[config.mk]
export PLATFORM = sky130hd
export DESIGN_NAME = hazard_ctrl
export DESIGN_NICKNAME = d
export VERILOG_FILES = /design/src/rtl/hazard_ctrl.sv
export SDC_FILE = /design/constraint.sdc
export NUM_CORES = 1
export LEC_CHECK = 0
export ABC_AREA = 1
export BUFFER_PORTS_ARGS = -buffer_cell sky130_fd_sc_hd__buf_2
export CORE_MARGIN = 4
export CORE_UTILIZATION = 54
export DETAILED_ROUTE_END_ITERATION = 8
export PLACE_DENSITY = 0.76
export SETUP_SLACK_MARGIN = 0.5
export SKIP_CTS_REPAIR_TIMING = 1
export SYNTH_ARGS = -nofsm -noshare
export SYNTH_HDL_FRONTEND = slang
export SYNTH_SLANG_ARGS = --single-unit
[constraint.sdc]
create_clock -name clk -period 4.1 [get_ports clk]
set_clock_uncertainty 0.2 [all_clocks]
set_input_delay 0.41 -clock clk [delete_from_list [all_inputs] [get_ports clk]]
set_output_delay 0.41 -clock clk [all_outputs]
set_load 0.01 [all_outputs]
[src/rtl/hazard_ctrl.sv]
// Hazard and stall controller for the 5-stage pipeline: operand forwarding,
// load-use and branch handling, data-memory wait FSM with timeout, perf counters.
module hazard_ctrl #(
  parameter int unsigned CNT_W       = 32,
  parameter int unsigned MEM_TIMEOUT = 255,
  parameter int unsigned TO_W        = 8
) (
  input  logic             clk,
  input  logic             reset,
  input  logic [4:0]       rs1_d,
  input  logic [4:0]       rs2_d,
  input  logic [4:0]       rs1_e,
  input  logic [4:0]       rs2_e,
  input  logic [4:0]       rd_e,
  input  logic [4:0]       rd_m,
  input  logic [4:0]       rd_w,
  input  logic             load_e,
  input  logic             reg_write_m,
  input  logic             reg_write_w,
  input  logic             pc_src_e,
  input  logic             mem_req_m,
  input  logic             mem_ready,
  output logic [1:0]       forward_a_e,
  output logic [1:0]       forward_b_e,
  output logic             stall_f,
  output logic             stall_d,
  output logic             stall_e,
  output logic             stall_m,
  output logic             flush_d,
  output logic             flush_e,
  output logic             flush_w,
  output logic             mem_err,
  output logic [CNT_W-1:0] stall_cycles,
  output logic [CNT_W-1:0] flush_events
);

  typedef enum logic {IDLE = 1'b0, WAIT = 1'b1} state_t;

  state_t          state, state_nxt;
  logic [TO_W-1:0] to_cnt, to_cnt_nxt;
  logic            mem_err_nxt;
  logic            mem_stall;
  logic            lw_stall;

  // M-stage result has priority over W-stage result; x0 is never forwarded
  function automatic logic [1:0] fwd_sel(input logic [4:0] rs,
                                         input logic [4:0] rdm, input logic wm,
                                         input logic [4:0] rdw, input logic ww);
    if (wm && rdm != 5'd0 && rdm == rs)      return 2'b10;
    else if (ww && rdw != 5'd0 && rdw == rs) return 2'b01;
    else                                     return 2'b00;
  endfunction

  // State register
  always_ff @(posedge clk or posedge reset) begin
    if (reset) begin
      state   <= IDLE;
      to_cnt  <= '0;
      mem_err <= 1'b0;
    end else begin
      state   <= state_nxt;
      to_cnt  <= to_cnt_nxt;
      mem_err <= mem_err_nxt;
    end
  end

  // Next-state logic; a timeout abandons the access and releases the pipeline
  always_comb begin
    state_nxt   = state;
    to_cnt_nxt  = to_cnt;
    mem_err_nxt = mem_err;
    case (state)
      IDLE: begin
        if (mem_req_m && !mem_ready) begin
          state_nxt  = WAIT;
          to_cnt_nxt = TO_W'(1);
        end
      end
      WAIT: begin
        if (mem_ready) begin
          state_nxt = IDLE;
        end else if (to_cnt == TO_W'(MEM_TIMEOUT)) begin
          mem_err_nxt = 1'b1;
          state_nxt   = IDLE;
        end else begin
          to_cnt_nxt = to_cnt + TO_W'(1);
        end
      end
      default: state_nxt = IDLE;
    endcase
  end

  // Output logic; a memory stall freezes everything and defers branch/load-use
  always_comb begin
    forward_a_e = 2'b00;
    forward_b_e = 2'b00;
    stall_f     = 1'b0;
    stall_d     = 1'b0;
    stall_e     = 1'b0;
    stall_m     = 1'b0;
    flush_d     = 1'b0;
    flush_e     = 1'b0;
    flush_w     = 1'b0;
    mem_stall   = ((state == IDLE) && mem_req_m && !mem_ready) ||
                  ((state == WAIT) && !mem_ready);
    lw_stall    = load_e && (rd_e != 5'd0) && ((rd_e == rs1_d) || (rd_e == rs2_d));
    if (!reset) begin
      forward_a_e = fwd_sel(rs1_e, rd_m, reg_write_m, rd_w, reg_write_w);
      forward_b_e = fwd_sel(rs2_e, rd_m, reg_write_m, rd_w, reg_write_w);
      if (mem_stall) begin
        stall_f = 1'b1;
        stall_d = 1'b1;
        stall_e = 1'b1;
        stall_m = 1'b1;
        flush_w = 1'b1;
      end else begin
        stall_f = lw_stall;
        stall_d = lw_stall;
        flush_e = lw_stall | pc_src_e;
        flush_d = pc_src_e;
      end
    end
  end

  // Saturating performance counters
  always_ff @(posedge clk or posedge reset) begin
    if (reset) begin
      stall_cycles <= '0;
      flush_events <= '0;
    end else begin
      if (stall_f && (stall_cycles != {CNT_W{1'b1}}))
        stall_cycles <= stall_cycles + CNT_W'(1);
      if (flush_e && (flush_events != {CNT_W{1'b1}}))
        flush_events <= flush_events + CNT_W'(1);
    end
  end

endmodule

**Word level (Yosys, flattened, before mapping)**

Index checks and enable logic that the tools add are counted.

- Bits in registers: 74
- Latch bits: 0
- Memory bits (writable): 0
- ROM bits: 0
- Input port bits: 43
- Word-level logic and storage cells: 67
- Memories kept: 0

- $add $sub $neg: 3
- Multipliers: 0
- Div/mod/pow operators: 0
- $lt $le $gt $ge: 0
- Equal/unequal tests: 12
- Shift operators: 0
- Muxes and demuxes: 22
- Bitwise logic cells: 3
- Reductions and logical operators: 22

Operators with widths:

| operator | count |
|---|---|
| $add A32 B1 Y32 const B | 2 |
| $ne A32 B32 Y1 const B | 2 |
| $eq A5 B5 Y1 | 6 |
| $mux W8 | 3 |
| $pmux W8 S2 | 1 |
| $reduce_bool A5 Y1 | 3 |
| $logic_and A1 B1 Y1 | 14 |
| $mux W1 | 13 |
| $add A8 B1 Y8 const B | 1 |
| $eq A8 B8 Y1 const B | 1 |
| $mux W2 | 4 |
| $ne A2 B2 Y1 const B | 3 |
| $reduce_and A3 Y1 | 2 |
| $logic_or A1 B1 Y1 | 2 |
| $not A1 Y1 | 2 |
| $pmux W1 S2 | 1 |
| $logic_not A1 Y1 | 1 |
| $or A1 B1 Y1 | 1 |

**Longest topological paths before layout**

- Depth after elaboration: 7
- Mapped depth: 12

**Least setup slack after synthesis**

Ideal clock, no wire load.

- Path type: input port to output port
- From: input reset
- To: output stall_f
- Arrival: 2.921 ns
- Data required time: 3.490 ns
- Slack: 0.569 ns
- Stages on the path: 6
- Path buffers: 3
- Cells stage by stage: clkbuf_1 -> inv_1 -> nand3_1 -> nand2_1 -> buf_2 -> buf_4

- Longest elaborated chain between the ends: 1

RTL lines:

| what | RTL line | RTL |
|---|---|---|
| start, declared | 9 | `input logic reset,` |
| $mux W1 | - |  |
| end, declared | 25 | `output logic stall_f,` |

Every way passes these cells.

**Worst setup path in the final report**

- From: input reset
- To: output stall_d

- Longest elaborated chain between the ends: 1

RTL lines:

| what | RTL line | RTL |
|---|---|---|
| $mux W1 | 107 | `if (!reset) begin` |
| end, declared | 26 | `output logic stall_d,` |

Every way passes these cells.

==> qor.txt <==
Initial antenna violation count: 0
Register bit total from synthesis: 74
CP Class: in2out
RR Startpoint: stall_cycles[0]
DRT iter0 DRCs: 381
Clk slew on worst S/H paths: 0.07 ns
Port Buf Inserts: 118
Skew-Pair Late Insertion Delay: 0.36 ns
Crit Path Max Fanout: 21
CTS sink count: 74
P&R area growth vs syn: 16.90%
Root Buffer: clkbuf_8
Number of setup violations in the final report: 0
Max Freq: 333.6 MHz
Cells after Synth: 843
DRT Pass-1 Iters: 5
Most common cell in the netlist: nand2_1
Largest net degree at the start of global routing: 57
Slew headroom: 21.87%
Cell area after synthesis: 5425 um2
Footprint of the multi-input gates: 3154 um2
Final net count: 1002
Tmin final: 2.998 ns
Register Area: 1852 um2
PD cells: 286.0 nW/um2
Vias: 5680
Worst r2r dst: stall_cycles[29]
R2r worst-path depth: 11
Startpoint class of the critical path: input pin
Die X: 108.2 um
Hold Startpoint: mem_ready
Synth unique cells: 32
EDFF count, synth: 0
Fill count: 960
Worst Hold End: mem_err
Tcrit/Tclk final: 73.12%
RSZ-0062 raised after global routing: false
Ant. Diodes: 0
Vias in the first global route: 5054
Core Rows: 36
Non-Filler Instances: 1094
DP HPWL: 10800 um
Hold Crit Class: in2reg
Synth warn: 0
Clock Tree Buf Depth: 2
Final hold violation count: 0
LEAKAGE: 3.505 nW
Overall routing resource usage: 24.84%
Worst VDD drop: 260.2 uV
Post-route ant nets: 0
Sequential element share of the synthesized area: 34.13%
Gr ovfl total: 0
Setup TNS: 0 ns
Yosys top cell area share: 34.13%
Share of post-route cells with drive strength above 1: 16.23%
TritonCTS clock tree: built
Placed insts: 1077
Mapped Nets: 889
Synth cell count leaders: nand2_1 (340), nor2_1 (112), dfrtp_1 (74), inv_1 (73), nand3_1 (62)
Die ar.: 11710 um2
Required time of the critical path: 3.49 ns
Gpl congestion: 0.9469
R2R setup slack: 1.32 ns
DRC Markers: 0
Final number of max-transition violations: 0
Worst-margin pin slew: 1.169 ns
Final WL: 14310 um
IO Pins: 119
Run status: complete, no violations
Synth top area cells: dfrtp_1 (34%), nand2_1 (24%), nor2_1 (7.7%)
Async set-reset flop share out of synthesis: 100.0%
Max Cap Viol: 0
Starting density of the core: 55.50%
Yosys top cell by area: dfrtp_1
Die height: 108.2 um
Hold Path Depth: 4
First-pass GRT wire length: 23610 um
Main synth FF type: dfrtp_1
H-tree Lvls: 3
Num CTS Buffers: 9
Core area: 9774 um2
Worst Path Arrival: 2.39 ns
Setup crit end kind: output pin
Routed wire per std cell: 13.08 um
Detailed-route vias per instance: 5.192
Syn avg cell area: 6.436 um2
[worst max-delay path, stage by stage]
cell           delay [ns]
dlygate4sd3_1        0.52
buf_2                0.20
clkinv_2             0.33
nand3_1              0.20
nand2_1              0.41
buf_2                0.31
[sequential cells by signal, indices dropped and copies added (netlist names)]
signal / cells
stall_cycles: 32
state: 1
to_cnt: 8
mem_err: 1
flush_events: 32
[cells by family (layout without fill, tap and decap cells)]
family,count (synthesis),after routing,share of synthesized area (%)
simple gates,598,598,47.53
buf+inv,102,220,7.772
flops,74,74,34.13
xor+xnor,50,50,8.072
compound gates,16,16,1.799
fa+ha+maj,3,3,0.6920
[area by class of cell]
class                   count  area share (%)
clock buffers              11           2.229
repair buffers            127           10.42
well taps                 133           2.624
clock inverters             5           1.223
flip-flops and latches     74           29.20
inverters                  77           4.577
multi-input cells         667           49.73
[metal layers]
layer,vias up,routed length (um),GRT usage (%)
met5,-,0,0
met4,0,218,6.222
met3,18,959,5.134
met2,182,6295,37.74
met1,2575,6836,36.28
li1,2905,-,-
[placed cells by master, fill, tap and decap left out, types with 2 or more instances in the layout]
master / synthesis / final
a21oi_1: 5 / 5
buf_2: 4 / 118
buf_4: 9 / 8
bufinv_16: 0 / 2
clkbuf_8: 0 / 10
clkinv_2: 0 / 3
dfrtp_1: 74 / 74
ha_1: 3 / 3
inv_1: 73 / 72
inv_2: 4 / 4
nand2_1: 340 / 340
nand3_1: 62 / 62
nand3_2: 2 / 2
nand3b_1: 16 / 16
nand4_1: 47 / 47
nor2_1: 112 / 111
nor2_2: 1 / 2
nor3_1: 8 / 8
nor3_2: 3 / 3
o21ai_0: 6 / 6
o41ai_1: 2 / 2
xnor2_1: 20 / 20
xor2_1: 30 / 30
[worst max-delay path by stage]
stage,slack [ns],startpoint,end,cells past startpoint
4_1_cts,1.30,state,flush_events[20],9
5_1_grt,0.87,reset,stall_d,6
3_5_place_dp,1.18,mem_req_m,flush_events[20],10
2_1_floorplan,0.57,reset,stall_f,6
6_report,1.10,reset,stall_d,6
3_3_place_gp,1.25,mem_req_m,flush_events[8],10
[report_power, final]
part | total [mW] | leakage (nW) | internal (mW) | switching, mW
clock | 0.636 | 0.109 | 0.357 | 0.279
combinational | 0.332 | 2.38 | 0.125 | 0.207
sequential | 0.845 | 1.02 | 0.777 | 0.0681
total | 1.81 | 3.51 | 1.26 | 0.554
[stage by stage]
stage | total power, mW | util [%] | cell area (um2) | hold WS [ns] | setup WS (ns)
finish | 1.814 | 64.89 | 6342 | 0.1559 | 1.102
global placement | 1.185 | 62.54 | 6113 | 0.2650 | 1.252
floorplan | 1.065 | - | 5425 | 0.2702 | 0.5693
CTS | 1.827 | 64.78 | 6332 | -0.1206 | 1.296
global route | 1.917 | 64.89 | 6342 | 0.1773 | 0.8736
detailed placement | 1.191 | 62.54 | 6113 | 0.2585 | 1.175
No activity file was read; power rests on OpenSTA's default activity.
